==> config.mk <==
export PLATFORM = sky130hd
export DESIGN_NAME = jtag_master_phy_flat
export DESIGN_NICKNAME = d
export VERILOG_FILES = /design/src/rtl/jtag_master_pkg.sv /design/src/rtl/jtag_master_phy_if.sv /design/src/rtl/jtag_master_phy_tck_gen.sv /design/src/rtl/jtag_master_phy.sv /design/src/flat_wrapper.sv
export SDC_FILE = /design/constraint.sdc
export NUM_CORES = 1
export LEC_CHECK = 0
export BUFFER_PORTS_ARGS = -buffer_cell sky130_fd_sc_hd__clkbuf_2
export CAP_MARGIN = 25
export CORE_AREA = 5 5 149 151
export CTS_BUF_LIST = sky130_fd_sc_hd__clkbuf_4 sky130_fd_sc_hd__clkbuf_8
export CTS_CLUSTER_SIZE = 24
export DETAILED_ROUTE_END_ITERATION = 16
export DIE_AREA = 0 0 154 156
export GPL_TIMING_DRIVEN = 0
export HOLD_SLACK_MARGIN = 0.15
export PLACE_DENSITY = 0.42
export SYNTH_ARGS = -nofsm -noshare
export SYNTH_HDL_FRONTEND = slang
export SYNTH_SLANG_ARGS = --single-unit
==> constraint.sdc <==
create_clock -name refclk -period 4 [get_ports refclk]
set_input_delay 0.4 -clock refclk [delete_from_list [all_inputs] [get_ports refclk]]
set_output_delay 0.4 -clock refclk [all_outputs]
set_load 0.02 [all_outputs]
==> src/rtl/jtag_master_pkg.sv <==
// jtag_master_pkg: op codes, sequencer states and TMS preamble/postamble patterns
package jtag_master_pkg;
  typedef enum logic [1:0] {OP_TLR, OP_IDLE, OP_SHIFT_IR, OP_SHIFT_DR} op_t;
  typedef enum logic [2:0] {S_IDLE, S_PRE, S_SHIFT, S_POST, S_RSP} state_t;
  localparam logic [3:0] IR_PRE = 4'b0011;
  localparam logic [2:0] DR_PRE = 3'b001;
  localparam logic [1:0] POST = 2'b01;
  localparam int TLR_STEPS = 6;
  localparam logic [5:0] TLR_PRE = 6'b011111;
endpackage

==> src/rtl/jtag_master_phy_if.sv <==
// jtag_master_phy_if: command (cmd_*) and response (rsp_*) valid/ready channels
interface jtag_master_phy_if #(
  parameter int MAX_BITS = 32,
  parameter int LEN_W = $clog2(MAX_BITS + 1)
);
  logic cmd_valid, cmd_ready, rsp_valid, rsp_ready, rsp_err;
  logic [1:0] cmd_op;
  logic [LEN_W-1:0] cmd_len;
  logic [MAX_BITS-1:0] cmd_tdi, rsp_tdo;
  modport master (
    output cmd_valid, cmd_op, cmd_len, cmd_tdi, rsp_ready,
    input cmd_ready, rsp_valid, rsp_tdo, rsp_err
  );
  modport slave (
    input cmd_valid, cmd_op, cmd_len, cmd_tdi, rsp_ready,
    output cmd_ready, rsp_valid, rsp_tdo, rsp_err
  );
endinterface

==> src/rtl/jtag_master_phy_tck_gen.sv <==
// jtag_tck_gen: TCK divider (clk, rst, en -> tck, rise_stb, fall_stb), half-period CLK_DIV cycles, low when disabled
module jtag_tck_gen #(
  parameter int CLK_DIV = 2
) (
  input  logic clk,
  input  logic rst,
  input  logic en,
  output logic tck,
  output logic rise_stb,
  output logic fall_stb
);
  localparam int W = $clog2(CLK_DIV + 1);
  logic [W-1:0] cnt_q, cnt_d;
  logic tck_q, tck_d, wrap;
  always_comb begin
    wrap = en && cnt_q == W'(CLK_DIV - 1);
    cnt_d = (!en || wrap) ? '0 : cnt_q + 1'b1;
    tck_d = en && (tck_q ^ wrap);
    rise_stb = wrap && !tck_q;
    fall_stb = wrap && tck_q;
  end
  always_ff @(posedge clk) begin
    if (rst) begin
      cnt_q <= '0;
      tck_q <= 1'b0;
    end else begin
      cnt_q <= cnt_d;
      tck_q <= tck_d;
    end
  end
  assign tck = tck_q;
endmodule

==> src/rtl/jtag_master_phy.sv <==
// jtag_master_phy: TAP sequencer (refclk, rst, bus cmd/rsp, busy) driving jtag_tck/tms/tdi and capturing jtag_tdo
module jtag_master_phy
  import jtag_master_pkg::*;
#(
  parameter int CLK_DIV = 2,
  parameter int MAX_BITS = 32,
  parameter int LEN_W = $clog2(MAX_BITS + 1)
) (
  input  logic refclk,
  input  logic rst,
  jtag_master_phy_if.slave bus,
  output logic busy,
  output logic jtag_tck,
  output logic jtag_tms,
  output logic jtag_tdi,
  input  logic jtag_tdo
);
  state_t state_q, state_d;
  op_t op_q, op_d, op_in;
  logic [LEN_W-1:0] cnt_q, cnt_d;
  logic [2:0] pre_q, pre_d, n;
  logic [5:0] pat_q, pat_d, p;
  logic [MAX_BITS-1:0] sr_q, sr_d, bit_q, bit_d, tdo_q, tdo_d;
  logic err_q, err_d, tms_q, tms_d, tdi_q, tdi_d, rise, fall, en, bad;
  jtag_tck_gen #(.CLK_DIV(CLK_DIV)) u_tck (
    .clk(refclk), .rst(rst), .en(en), .tck(jtag_tck), .rise_stb(rise), .fall_stb(fall)
  );
  assign op_in = op_t'(bus.cmd_op);
  always_comb begin
    state_d = state_q;
    op_d = op_q;
    cnt_d = cnt_q;
    pre_d = pre_q;
    pat_d = pat_q;
    sr_d = sr_q;
    bit_d = bit_q;
    tdo_d = tdo_q;
    err_d = err_q;
    tms_d = tms_q;
    tdi_d = tdi_q;
    en = state_q inside {S_PRE, S_SHIFT, S_POST};
    bad = (op_in == OP_SHIFT_IR || op_in == OP_SHIFT_DR) &&
          (bus.cmd_len == '0 || bus.cmd_len > LEN_W'(MAX_BITS));
    p = op_in == OP_TLR ? TLR_PRE : op_in == OP_SHIFT_IR ? 6'(IR_PRE) : 6'(DR_PRE);
    n = op_in == OP_TLR ? 3'(TLR_STEPS - 1) : op_in == OP_SHIFT_IR ? 3'd3 : 3'd2;
    case (state_q)
      S_IDLE: if (bus.cmd_valid) begin
        op_d = op_in;
        cnt_d = bus.cmd_len;
        sr_d = op_in == OP_IDLE ? '0 : bus.cmd_tdi;
        bit_d = MAX_BITS'(1);
        tdo_d = '0;
        err_d = bad;
        tdi_d = 1'b0;
        if (bad || (op_in == OP_IDLE && bus.cmd_len == '0)) state_d = S_RSP;
        else if (op_in == OP_IDLE) begin
          state_d = S_SHIFT;
          tms_d = 1'b0;
        end else begin
          state_d = S_PRE;
          tms_d = p[0];
          pat_d = p >> 1;
          pre_d = n;
        end
      end
      // pre_q counts TMS steps still to come after the one on the wire
      S_PRE, S_POST: if (fall) begin
        if (pre_q != '0) begin
          tms_d = pat_q[0];
          pat_d = pat_q >> 1;
          pre_d = pre_q - 1'b1;
        end else if (state_q == S_POST || op_q == OP_TLR) state_d = S_RSP;
        else begin
          state_d = S_SHIFT;
          tms_d = cnt_q == LEN_W'(1);
          tdi_d = sr_q[0];
          sr_d = sr_q >> 1;
        end
      end
      S_SHIFT: begin
        if (rise && op_q != OP_IDLE) begin
          tdo_d = jtag_tdo ? tdo_q | bit_q : tdo_q;
          bit_d = bit_q << 1;
        end
        if (fall) begin
          if (cnt_q == LEN_W'(1)) begin
            state_d = op_q == OP_IDLE ? S_RSP : S_POST;
            tdi_d = 1'b0;
            tms_d = op_q != OP_IDLE && POST[0];
            pat_d = 6'(POST >> 1);
            pre_d = 3'd1;
          end else begin
            cnt_d = cnt_q - 1'b1;
            tms_d = op_q != OP_IDLE && cnt_q == LEN_W'(2);
            tdi_d = sr_q[0];
            sr_d = sr_q >> 1;
          end
        end
      end
      S_RSP: if (bus.rsp_ready) state_d = S_IDLE;
      default: state_d = S_IDLE;
    endcase
  end
  always_ff @(posedge refclk) begin
    if (rst) begin
      state_q <= S_IDLE;
      op_q <= OP_TLR;
      cnt_q <= '0;
      pre_q <= '0;
      pat_q <= '0;
      sr_q <= '0;
      bit_q <= '0;
      tdo_q <= '0;
      err_q <= 1'b0;
      tms_q <= 1'b1;
      tdi_q <= 1'b0;
    end else begin
      state_q <= state_d;
      op_q <= op_d;
      cnt_q <= cnt_d;
      pre_q <= pre_d;
      pat_q <= pat_d;
      sr_q <= sr_d;
      bit_q <= bit_d;
      tdo_q <= tdo_d;
      err_q <= err_d;
      tms_q <= tms_d;
      tdi_q <= tdi_d;
    end
  end
  assign bus.cmd_ready = state_q == S_IDLE && !rst;
  assign bus.rsp_valid = state_q == S_RSP;
  assign bus.rsp_tdo = tdo_q;
  assign bus.rsp_err = err_q;
  assign busy = state_q != S_IDLE;
  assign jtag_tms = tms_q;
  assign jtag_tdi = tdi_q;
endmodule
==> src/flat_wrapper.sv <==
// flat-port wrapper written by rule: the top's interface ports become plain ports
module jtag_master_phy_flat import jtag_master_pkg::*;
#(
  parameter int CLK_DIV = 2,
  parameter int MAX_BITS = 32,
  parameter int LEN_W = $clog2(MAX_BITS + 1)
)
  (refclk, rst, busy, jtag_tck, jtag_tms, jtag_tdi, jtag_tdo, bus_cmd_valid, bus_cmd_op, bus_cmd_len, bus_cmd_tdi, bus_rsp_ready, bus_cmd_ready, bus_rsp_valid, bus_rsp_tdo, bus_rsp_err);
  jtag_master_phy_if #(.MAX_BITS(MAX_BITS), .LEN_W(LEN_W)) bus_i ();
  input  logic refclk;
  input  logic rst;
  output logic busy;
  output logic jtag_tck;
  output logic jtag_tms;
  output logic jtag_tdi;
  input  logic jtag_tdo;
  input wire logic [$bits(bus_i.cmd_valid)-1:0] bus_cmd_valid;
  input wire logic [$bits(bus_i.cmd_op)-1:0] bus_cmd_op;
  input wire logic [$bits(bus_i.cmd_len)-1:0] bus_cmd_len;
  input wire logic [$bits(bus_i.cmd_tdi)-1:0] bus_cmd_tdi;
  input wire logic [$bits(bus_i.rsp_ready)-1:0] bus_rsp_ready;
  output wire logic [$bits(bus_i.cmd_ready)-1:0] bus_cmd_ready;
  output wire logic [$bits(bus_i.rsp_valid)-1:0] bus_rsp_valid;
  output wire logic [$bits(bus_i.rsp_tdo)-1:0] bus_rsp_tdo;
  output wire logic [$bits(bus_i.rsp_err)-1:0] bus_rsp_err;
  assign bus_i.cmd_valid = bus_cmd_valid;
  assign bus_i.cmd_op = bus_cmd_op;
  assign bus_i.cmd_len = bus_cmd_len;
  assign bus_i.cmd_tdi = bus_cmd_tdi;
  assign bus_i.rsp_ready = bus_rsp_ready;
  assign bus_cmd_ready = bus_i.cmd_ready;
  assign bus_rsp_valid = bus_i.rsp_valid;
  assign bus_rsp_tdo = bus_i.rsp_tdo;
  assign bus_rsp_err = bus_i.rsp_err;
  jtag_master_phy #(.CLK_DIV(CLK_DIV), .MAX_BITS(MAX_BITS), .LEN_W(LEN_W)) u_core (.refclk(refclk), .rst(rst), .bus(bus_i), .busy(busy), .jtag_tck(jtag_tck), .jtag_tms(jtag_tms), .jtag_tdi(jtag_tdi), .jtag_tdo(jtag_tdo));
endmodule
; Word-level counts from Yosys, hierarchy flattened
; Cells that the tools add are included.
[totals]
ramBits = 0
register_bits = 122
latchBits = 0
wordCells = 148
out_inout_bits = 39
inputBits = 45
mem_bits_ro = 0
memories = 0
[op_classes]
n_bitwise = 2
mul = 0
reduce_logical = 37
div = 0
order_cmp = 1
n_addsub = 3
shift = 0
mux = 66
n_eq_ne = 26
[ops]
columns = op, n
row1 = $mux W32, 12
row2 = $pmux W32 S2, 2
row3 = $pmux W32 S3, 1
row4 = $mux W6, 11
row5 = $mux W3, 17
row6 = $or A32 B32 Y32, 1
row7 = $ne A2 B2 Y1 const B, 10
row8 = $pmux W6 S3, 1
row9 = $reduce_and A6 Y1, 3
row10 = $mux W1, 15
row11 = $pmux W3 S4, 1
row12 = $pmux W6 S2, 1
row13 = $reduce_bool A3 Y1, 4
row14 = $logic_and A1 B1 Y1, 9
row15 = $pmux W3 S3, 1
row16 = $ne A2 B1 Y1 const B, 4
row17 = $reduce_and A4 Y1, 2
row18 = $reduce_and A8 Y1, 1
row19 = $reduce_and A7 Y1, 1
row20 = $eq A2 B1 Y1 const B, 3
row21 = $eq A3 B2 Y1 const B, 2
row22 = $eq A6 B1 Y1 const B, 1
row23 = $eq A6 B2 Y1 const B, 1
row24 = $gt A6 B6 Y1 const B, 1
row25 = other kinds (19), 30

; Longest topological paths before layout
; Gate-level depths: netlist of the first run.
[depth]
word_depth = 7
ltp_mapped = 10
mapped_depth_nobuf = 9

; Cells and area by module
; A second synthesis of the first run with hierarchy kept.
[unflattened]
hier_cells = 603
hier_area_um2 = 5205.0
[by_module_without_submodules]
columns = mod, seq_area_each_um2, instances, cells_per_inst, area_each_um2
row1 = jtag_master_phy, 2342.2, 1, 591, 5054.8
row2 = jtag_tck_gen, 60.1, 1, 12, 150.1

; Worst setup path before layout of the first run
; Ideal clock, no wire load.
[synth_path]
kind = register to register
from = register u_core.state_q[0]
to = register u_core.sr_q[11]
arrival_time_ns = 2.104
synth_period_minus_slack_ns = 2.251
path_stages_with_launch = 10
path_buffers = 2
required_time_ns = 3.854
slack_ns = 1.749
setup_ns = 0.146
path_cell_list = dfxtp_1 > or2_1 > buf_2 > and3_1 > ha_1 > inv_1 > o31a_1 > a211oi_4 > buf_4 > a211oi_2
[synth_via]
elab_chain_len = 6
elab_cells_between_ends = 18
cone_classes = eq/ne (9) / mux (1) / reduce/logical (8)
[synth_lines]
columns = element, line
row1 = start: declaration, jtag_master_phy.sv:18  ; state_t state_q, state_d;
row2 = start signal: assignment, jtag_master_phy.sv:118  ; state_q <= state_d;
row3 = $eq A3 B1 Y1 (tied with other cells), "jtag_master_phy.sv:41, jtag_master_phy.sv:46"
row4 = $reduce_bool A3 Y1, jtag_master_phy.sv:41  ; en = state_q inside {S_PRE, S_SHIFT, S_POST};
row5 = $logic_and A1 B1 Y1, jtag_master_phy_tck_gen.sv:16  ; wrap = en && cnt_q == W'(CLK_DIV - 1);
row6 = $logic_and A1 B1 Y1, jtag_master_phy_tck_gen.sv:20  ; fall_stb = wrap && tck_q;
row7 = $ne A2 B1 Y1 (no line), n/a
row8 = $reduce_and A7 Y1 (no line), n/a
row9 = end signal: assignment, jtag_master_phy.sv:123  ; sr_q <= sr_d;
row10 = end: declaration, jtag_master_phy.sv:23  ; logic [MAX_BITS-1:0] sr_q, sr_d, bit_q, bit_d, tdo_q, tdo_d;
; Several ways; a longest one is shown, not always the timed one.
; A chain may end at the register's enable or synchronous reset.

; Worst setup path after layout of the first run
; Ends and elaborated chain as after synthesis.

==> run metrics, run 1 <==
status finished, final reports clean; Seq/Total Area, Yosys 45.70%; setup TNS 0 ps; CTS Sinks 120; critical path type register to register; Main synth FF type dfxtp_1; Tmin final 2699 ps; Max clock buf depth 2; PwrDens 733.6 nW/um^2; post-synthesis net count 651; Worst-Margin Slew 720.2 ps; count of pins over their slew limit 0; largest net degree at the start of global routing 17; Yosys reg bits 120; Min-Delay Path Class primary input to register; Hold Path Origin bus_cmd_tdi[31]; H-tree depth 4; Post-synth EDFFs 0; critical path peak fanout 10; drt via density 4.804; DIE AREA 24020 sq um; Starting Density 25.41%; Placed Instance Area 6011 sq um; Cell Chain, Critical Path or2_1 -> buf_2 -> and3_1 -> ha_1 -> inv_1 -> o31a_1 -> a211oi_4 -> buf_4 -> a211oi_2; FF-to-FF Start u_core.state_q[0]$_SDFFE_PP0P_; # nets final 752; I/O pin count 84; DR vias 4742; initial antenna violation count 1; CTS tree built; Mapped Area 5256 sq um; Critical Path Max Stage Delay 510 ps; fmax 370.6 MHz; 1st-iter DRT viols 240; Skew-Pair Late Insertion Delay 440 ps; most frequent cell after synthesis dfxtp_1; Synth area leaders dfxtp_1 (46%), a21oi_1 (8.3%), a211oi_2 (6.7%); # Max-Cap Violations 0; number of global-route vias before repair 4771; Synth async-reset ratio 0%; Die Y 156 microns; GRT overflow 0; first-pass GRT wire length 24150 microns; die extent in x 154 microns; R2R Setup Slk 1300 ps; Final Setup Violations 0; Slowest cell on crit path a211oi_4; CP arrival 2990 ps; Post-DRT Antenna Nets 0; Num CTS Buffers 17; routability-driven placement congestion ratio 0.8426; slew margin rel. 51.99%; post-synth top area cell dfxtp_1; CTS resizes 0; Post-CTS Hold Buffers 0; RSZ-0062 raised after global routing no; Diodes inserted 0; layout cells sized above 1 25.00%; DRC 0; Final Cell Area 6414 sq um; CTS clk-pin slew, worst paths 70 ps; WL/cell 15.17 microns; Yosys cell types 58; Yosys warning total 0; core footprint 20690 sq um; Worst Setup End Kind register; Final Hold Fails 0; DRT Pass-1 Iters 5; synthesis-to-layout area growth 22.02%; PortBufs 82; Final HPWL DP 11000 microns; Final Skew 9.650 ps; postcts setup bufs 0; WP data required 4290 ps; CTS Root Buffer Type clkbuf_8; Avg Cell Area, Syn 8.790 sq um; Setup crit start kind register; row count 53; Final Cycle Share 67.47%; CP bufs+invs 3; Cells after Synth 598; share of the synthesized area in the top cell type 45.70%; crit-path leading delay family compound AO/OA/AOI/OAI gates; leakage 2.356 nW; Worst VDD drop 299.7 uV; Routed WL 14970 microns; most frequent cells after synthesis dfxtp_1 (120), a21oi_1 (87), nor2_1 (76); Crit. Startpoint u_core.state_q[0]$_SDFFE_PP0P_; GRT Resource Usage Total 12.34%
==> routing by layer <==
metal / GRT usage (%) / part of all wire [%]
met1: 15.36 / 46
met2: 20.20 / 47
met3: 4.355 / 5.8
met4: 3.701 / 1.3
met5: 0 / 0.073
==> final cells by class <==
class	count	area, sq um
fill	2253	14280
timing repair buffer	82	410.4
clock inverter	15	168.9
inverter	15	56.30
sequential	120	2402
clock buffer	17	234.0
tap	275	344.1
multi-input combinational	415	2534
buffer	48	264.0
==> through the flow <==
| step | cells | worst slack (ps) | power [W] | hold WS, ps | utilization, % |
|---|---|---|---|---|---|
| floorplan | 598 | 1749 | 0.003126 | 408.0 | - |
| global placement | 955 | 1270 | 0.003606 | 420.1 | 29.05 |
| detailed placement | 955 | 1276 | 0.003642 | 428.4 | 29.05 |
| CTS | 987 | 1255 | 0.004771 | 175.3 | 31.00 |
| global route | 987 | 1074 | 0.005048 | 197.9 | 31.00 |
| finish | 987 | 1301 | 0.004705 | 210.5 | 31.00 |
==> where the power goes <==
part	internal (W)	total [W]	switching, W
clock	0.000565	0.00110	0.000539
combinational	0.000727	0.00203	0.00130
sequential	0.00143	0.00157	0.000145
total	0.00272	0.00470	0.00198
==> sequential cells by signal, summed over array words and instances, names as in the netlist, 3 cells and up <==
register and count:
u_core.pre_q 3, u_core.sr_q 32, u_core.cnt_q 6, u_core.state_q 3
u_core.bit_q 32, u_core.bus.rsp_tdo 32, u_core.pat_q 4
==> worst min-delay path, delay by kind of cell <==
| family | cells | cell delay [ps] |
|---|---|---|
| AO/OA/AOI/OAI | 1 | 60 |
| AND/OR/NAND/NOR | 1 | 50 |
| buffers and inverters | 1 | 80 |
==> cell families after synthesis <==
family / after synthesis / share of synthesized area [%]
buf+inv: 63 / 6.094
xor+xnor: 2 / 0.3333
simple gates: 195 / 16.73
compound gates: 209 / 29.04
fa+ha+maj: 8 / 1.904
flops: 120 / 45.70
mux: 1 / 0.1904
==> final timing paths <==
path                                                         end  depth (start not counted)
worst max register to register      u_core.sr_q[11]$_SDFFE_PP0P_                          9
worst min-delay path                u_core.sr_q[31]$_SDFFE_PP0P_                          3
worst max-delay path                u_core.sr_q[11]$_SDFFE_PP0P_                          9
worst min register to register  u_core.u_tck.cnt_q[0]$_SDFF_PP0_                          1
==> placed cells by master (no fill, tap or decap), types with 5 or more instances in the layout <==
master	instances
a211oi_1	8
a211oi_2	28
a21oi_1	87
a22oi_1	37
buf_2	7
buf_4	12
clkbuf_1	22
clkbuf_2	82
clkbuf_8	17
dfxtp_1	120
ha_1	8
inv_1	15
inv_6	5
nand2_1	51
nand3_1	34
nor2_1	76
nor3_1	7
o21ai_0	11
(Power assumes the default switching activity.)
==> inputs of run 2 (changes only) <==
Clock period 4 ns to 2.8 ns, I/O delays scaled along.
==> run 2 against run 1 <==
Cell count up 0.41%; wire length shrank 0.21%; sequential share of layout area shrank 0.30 points; clock-buffer cell count stayed put; critical path depth did not move; die area stayed put; combinational power up 45%; sequential power rose by 43%; via count rose by 0.42%; maximum frequency increased by 3.2%; design area rose by 0.80%; critical path type unchanged; critical endpoint is now u_core.pat_q[0]$_SDFFE_PP0P_; largest cell class unchanged; highest routed layer unchanged.
==> run metrics, run 2 (synthesis gave the netlist of run 1 again) <==
setup TNS 0 ps (unchanged); CTS tree built; critical path peak fanout 8 (-2); leakage 2.378 nW (+0.92%); Max clock buf depth 2 (unchanged); H-tree depth 4 (unchanged); # nets final 756 (+0.53%); RSZ-0062 raised after global routing no; Worst Setup End Kind register; area taken by flip-flops and latches 2402 sq um (unchanged); post-route setup slack 185.9 ps (-1115 ps); Fill cells 2247 (-0.27%); slew margin rel. 52.32% (+0.33 points); I/O pin count 84 (unchanged); Starting Density 25.41% (unchanged); # Max-Cap Violations 0 (unchanged); Multi-input gate area 2535 sq um (about the same); Worst-Margin Slew 715.2 ps (-4.956 ps); first-pass GRT wire length 24170 microns (about the same); DR vias 4762 (+0.42%); core footprint 20690 sq um (unchanged); initial antenna violation count 1 (unchanged); Routed WL 14940 microns (-0.21%); leading cell type in the layout, fill and taps excluded dfxtp_1; DRC 0 (unchanged); Num CTS Buffers 17 (unchanged); CTS Sinks 120 (unchanged); Final Hold Fails 0 (unchanged); PwrDens 1047 nW/um^2 (+43%); placed cell count 955 (unchanged); layout cells sized above 1 25.00% (unchanged); GRT Resource Usage Total 12.35% (about the same); WP data required 3110 ps (-1180 ps); Post-Layout Cell Count 991 (+0.41%); WL/cell 15.07 microns (-0.61%); Tmin final 2614 ps (-84.56 ps); Min-Delay Path Class primary input to register; synthesis-to-layout area growth 22.99%; Die Y 156 microns (unchanged); 1st-iter DRT viols 248 (+3.3%); largest net degree at the start of global routing 17 (unchanged); Final Skew 8.940 ps (-0.7106 ps); PortBufs 82 (unchanged); Worst VDD drop 428.2 uV (+43%); Final Cycle Share 93.36% (+26 points); Skew-Pair Late Insertion Delay 440 ps (about the same); GRT overflow 0 (unchanged); count of pins over their slew limit 0 (unchanged); Setup crit start kind register; Final HPWL DP 11000 microns (unchanged); row count 53 (unchanged); Post-DRT Antenna Nets 0 (unchanged); fmax 382.5 MHz (+3.2%); CP arrival 2920 ps (-70 ps); Final Setup Violations 0 (unchanged); die extent in x 154 microns (unchanged); number of global-route vias before repair 4785 (+0.29%); leading cell types in the layout, fill and taps excluded dfxtp_1 (120), a21oi_1 (87), clkbuf_2 (82), nor2_1 (76), nand2_1 (51); critical path type register to register; Post-Place Setup Slack 75.85 ps (-1200 ps); Diodes inserted 0 (unchanged); status finished, final reports clean; DIE AREA 24020 sq um (unchanged); routability-driven placement congestion ratio 0.8426 (unchanged); CTS clk-pin slew, worst paths 80 ps (about the same); drt via density 4.805 (about the same); CTS Root Buffer Type clkbuf_8; DRT Pass-1 Iters 5 (unchanged)
==> run 2: changes by cell type in the layout (fill, tap and decap cells not counted) <==
cell and delta:
dlygate4sd3_1 +3, a2111oi_0 -1, buf_12 +1, a2111oi_1 +1
==> run 2: what timing repair did <==
item / 4_1_cts / 5_1_grt
endpoints found under the hold margin: 3 / 0
setup endpoints to repair: 0 / 32
hold buffers: 3 / 0
resized for setup: 0 / 1
setup buffers: 0 / 1
==> run 2: area by class of cell <==
cell class	instances	area share, %
tap	275	5.322
buffer	48	4.084
inverter	15	0.8709
sequential	120	37.16
clock inverter	15	2.613
multi-input combinational	415	39.21
timing repair buffer	86	7.122
clock buffer	17	3.619
==> run 2: power breakdown <==
part	internal, W	total [W]	switching (W)
logic	0.00108	0.00294	0.00186
registers	0.00204	0.00225	0.000206
clock network	0.000808	0.00158	0.000775
total	0.00393	0.00677	0.00284
==> run 2: critical path, cell delays in order, from the launching register on <==
cell       delay [ps]
dfxtp_1           480
or2_1             140
buf_2             160
and3_1            190
ha_1              240
o21ai_0           180
a21oi_4           290
o2111ai_1         270
a2111oi_1         450
nor3_1             80
==> run 2: worst paths after layout <==
kind | start | endpoint | slack, ps | cells past startpoint
max | u_core.state_q[0]$_SDFFE_PP0P_ | u_core.pat_q[0]$_SDFFE_PP0P_ | 190 | 9
min | bus_cmd_op[0] | u_core.op_q[0]$_SDFFE_PP0P_ | 190 | 3
max reg2reg | u_core.state_q[0]$_SDFFE_PP0P_ | u_core.pat_q[0]$_SDFFE_PP0P_ | 190 | 9
min reg2reg | u_core.u_tck.cnt_q[0]$_SDFF_PP0_ | u_core.u_tck.cnt_q[0]$_SDFF_PP0_ | 440 | 1
==> run 2: metrics by stage <==
step / power [W] / area (sq um) / hold WS, ps / util (%)
2_1_floorplan: 0.004466 / 5256 / 408.0 / -
3_3_place_gp: 0.005152 / 6011 / 420.1 / 29.05
3_5_place_dp: 0.005203 / 6011 / 428.4 / 29.05
4_1_cts: 0.006819 / 6444 / 151.6 / 31.14
5_1_grt: 0.007258 / 6465 / 167.4 / 31.25
6_report: 0.006770 / 6465 / 185.9 / 31.25
==> run 2: layer usage <==
layer  vias to the layer above  GRT usage, %  share of wire [%]
li1                       2366             -                  -
met3                        22         4.327                5.6
met2                       124         20.24                 47
met4                         2         3.701                1.4
met5                         -             0              0.074
met1                      2248         15.38                 46
==> inputs of run 3 (changes only) <==
Settings changed: ABC_AREA from default to 1, CORE_AREA 5 5 149 151 to 5 5 147 149, DIE_AREA 0 0 154 156 to 0 0 152 154, PLACE_DENSITY 0.42 to 0.43.
==> run 3 against run 2 <==
Design area shrank 1.9%; first-iteration DRC count shrank 16%; flip-flop and latch count is the same; synthesized area shrank 2.2%; setup slack gained 40 ps; sequential power shrank 4%; synthesized cell count grew 17%; core utilization grew 0.42 points; largest power group unchanged; total power grew 3.9%; maximum frequency grew 1.6%; non-clock buffer count shrank 6.
==> run metrics, run 3 <==
DIE AREA 23410 sq um (-2.6%); Main synth FF type dfxtp_1; internal power 0.003826 W (-2.6%); Min-Delay Path Class primary input to register; CTS clk-pin slew, worst paths 80 ps (about the same); Yosys reg bits 120 (unchanged); Die Y 154 microns (-1.3%); Multi-input gate area 2282 sq um (-10%); most frequent cells after synthesis dfxtp_1 (120), a21oi_1 (113), nand2_1 (91); row count 52 (-1.9%); Worst Setup End Kind register; die extent in x 152 microns (-1.3%); Synth async-reset ratio 0% (unchanged); Post-synth EDFFs 0 (unchanged); WP data required 3110 ps (about the same); Final HPWL DP 10480 microns (-4.6%); first-pass GRT wire length 24380 microns (+0.89%); CTS tree built; Placed Instance Area 5894 sq um (-1.9%); Psw 0.003205 W (+13%); Comb pwr share 46.2% (+2.8 points); Yosys cell types 30 (-48%); Skew-Pair Late Insertion Delay 440 ps (about the same); Max clock buf depth 2 (unchanged); Cell Chain, Critical Path nor2_2 -> nor2_4 -> inv_2 -> buf_2 -> nor2_1 -> ha_1 -> a21oi_1 -> inv_1 -> nand4_2 -> clkbuf_1 -> a21oi_1; critical path peak fanout 10 (+2); clock power share 23.0% (-0.4 points); I/O pin count 84 (unchanged); largest net degree at the start of global routing 17 (unchanged); Critical Path Max Stage Delay 410 ps (-70 ps); setup TNS 0 ps (unchanged); layout cells sized above 1 18.80% (-6.2 points); GRT Resource Usage Total 12.63% (+0.28 points); post-synth top area cell dfxtp_1; number of global-route vias before repair 4769 (-0.33%); slew margin rel. 60.82% (+8.5 points); CP arrival 2890 ps (-30 ps); Yosys warning total 0 (unchanged); crit-path most repeated cell a21oi_1; Fill cells 2296 (+2.2%); drt via density 4.444 (-7.5%); Diodes inserted 0 (unchanged); leading cell type in the layout, fill and taps excluded dfxtp_1; share of the synthesized area in the top cell type 46.73% (+1.0 points); switching part of the total power 45.58% (+3.6 points); area taken by flip-flops and latches 2402 sq um (unchanged); fmax 388.5 MHz (+1.6%); DRT Pass-1 Iters 4 (-1); DR vias 4840 (+1.6%); RSZ-0062 raised after global routing no; Worst-Margin Slew 587.7 ps (-127.5 ps); Setup crit start kind register; Num CTS Buffers 17 (unchanged); 1st-iter DRT viols 209 (-16%); CTS Sinks 120 (unchanged); routability-driven placement congestion ratio 0.7793 (-7.5%); DRC 0 (unchanged); Mapped Area 5141 sq um (-2.2%); critical path type register to register; # nets final 859 (+14%); H-tree depth 4 (unchanged); Seq/Total Area, Yosys 46.73% (+1.0 points); post-synthesis net count 753 (+16%); Synth area leaders dfxtp_1 (47%), a21oi_1 (11%), nand3_1 (7.7%); Final Cell Area 6345 sq um (-1.9%); count of pins over their slew limit 0 (unchanged); leakage 2.617 nW (+10%); Final Cycle Share 91.93% (-1.4 points); status finished, final reports clean; CTS Root Buffer Type clkbuf_8; Avg Cell Area, Syn 7.345 sq um (-16%); Routed WL 14540 microns (-2.7%); GRT overflow 0 (unchanged); initial antenna violation count 0 (-1); Core Util, Final 31.66% (+0.42 points); Final Hold Fails 0 (unchanged); PwrDens 1108 nW/um^2 (+5.8%); Final Skew 14.59 ps (+5.648 ps); most frequent cell after synthesis dfxtp_1; Cells after Synth 700 (+17%); PortBufs 83 (+1.2%); synthesis-to-layout area growth 23.41%; Final Setup Violations 0 (unchanged); total power 0.007031 W (+3.9%); WL/cell 13.35 microns (-11%); core footprint 20040 sq um (-3.1%); leading cell types in the layout, fill and taps excluded dfxtp_1 (120), a21oi_1 (113), nand2_1 (91), clkbuf_2 (86); Starting Density 25.66% (+0.25 points); Post-DRT Antenna Nets 0 (unchanged); Tmin final 2574 ps (-39.98 ps); # Max-Cap Violations 0 (unchanged); Worst VDD drop 372.5 uV (-13%); Slowest cell on crit path clkbuf_1; Reg power frac 30.8% (-2.4 points)
==> run 3: cell count changes after synthesis, sizes merged, moves of 5 or more <==
cell    change
buf         -5
inv        +54
o21ai      +65
a22oi      -37
a21oi      +27
nand2      +41
nand3      +45
a211oi     -36
==> run 3: final cells by class <==
type / count / share of cell area [%]
Buffer: 41 / 3.135
Clock buffer: 18 / 3.806
Clock inverter: 14 / 2.564
Inverter: 71 / 4.200
Multi-Input combinational cell: 468 / 35.97
Sequential cell: 120 / 37.86
Tap cell: 270 / 5.324
Timing Repair Buffer: 87 / 7.139
==> run 3: through the flow <==
step,std cells,hold WS [ps],setup WS (ps)
after detailed placement,1053,421.7,-327.9
after CTS,1088,177.4,64.44
after global placement,1053,415.0,-298.5
after floorplan,700,398.5,564.3
final,1089,214.6,225.9
after global routing,1089,170.6,11.17
==> run 3: repair_timing <==
item | in CTS | in global routing
hold buffers | 3 | 0
resized for setup | 2 | 2
endpoints found under the hold margin | 3 | 0
setup buffers | 0 | 1
endpoints found under the setup margin | 112 | 54
pin swaps | 0 | 1
==> run 3: layer usage <==
metal,part of all wire (%),GRT usage [%]
met1,51,17.23
met2,44,19.22
met3,4.9,4.019
met4,0.63,3.596
met5,0,0
==> run 3: path summary, 6_finish.rpt <==
kind	from	end	slack, ps	depth (start not counted)
max	u_core.state_q[1]$_SDFFE_PP0P_	u_core.sr_q[24]$_SDFFE_PP0P_	230	11
min	bus_cmd_len[0]	u_core.cnt_q[0]$_SDFFE_PP0P_	210	5
max reg2reg	u_core.state_q[1]$_SDFFE_PP0P_	u_core.sr_q[24]$_SDFFE_PP0P_	230	11
min reg2reg	u_core.u_tck.cnt_q[0]$_SDFF_PP0_	u_core.u_tck.cnt_q[0]$_SDFF_PP0_	430	1
==> run 3: critical path, delay by kind of cell, from the launching register on <==
kind | cells | cell delay (ps)
simple gates | 4 | 630
fa+ha+maj | 1 | 240
buf+inv | 4 | 920
compound gates | 2 | 280
flops | 1 | 380
==> run 3: power groups by stage <==
stage	Combinational, W	Clock, W	Sequential [W]
after floorplan	0.00236	0	0.00218
after detailed placement	0.00325	0	0.00220
after CTS	0.00328	0.00168	0.00217
after global placement	0.00325	0	0.00220
after global routing	0.00375	0.00175	0.00220
final	0.00325	0.00162	0.00216
==> run 3: kinds of logic (layout without fill, tap and decap cells) <==
kind of cell / count (synthesis) / count (layout) / synth area share, %
buffers and inverters: 112 / 231 / 9.029
and+or+nand+nor: 252 / 252 / 21.03
AOI/OAI and AO/OA: 206 / 206 / 20.93
DFF: 120 / 120 / 46.73
xor gates and xnor gates: 2 / 2 / 0.3408
adders and majority gates: 8 / 8 / 1.947
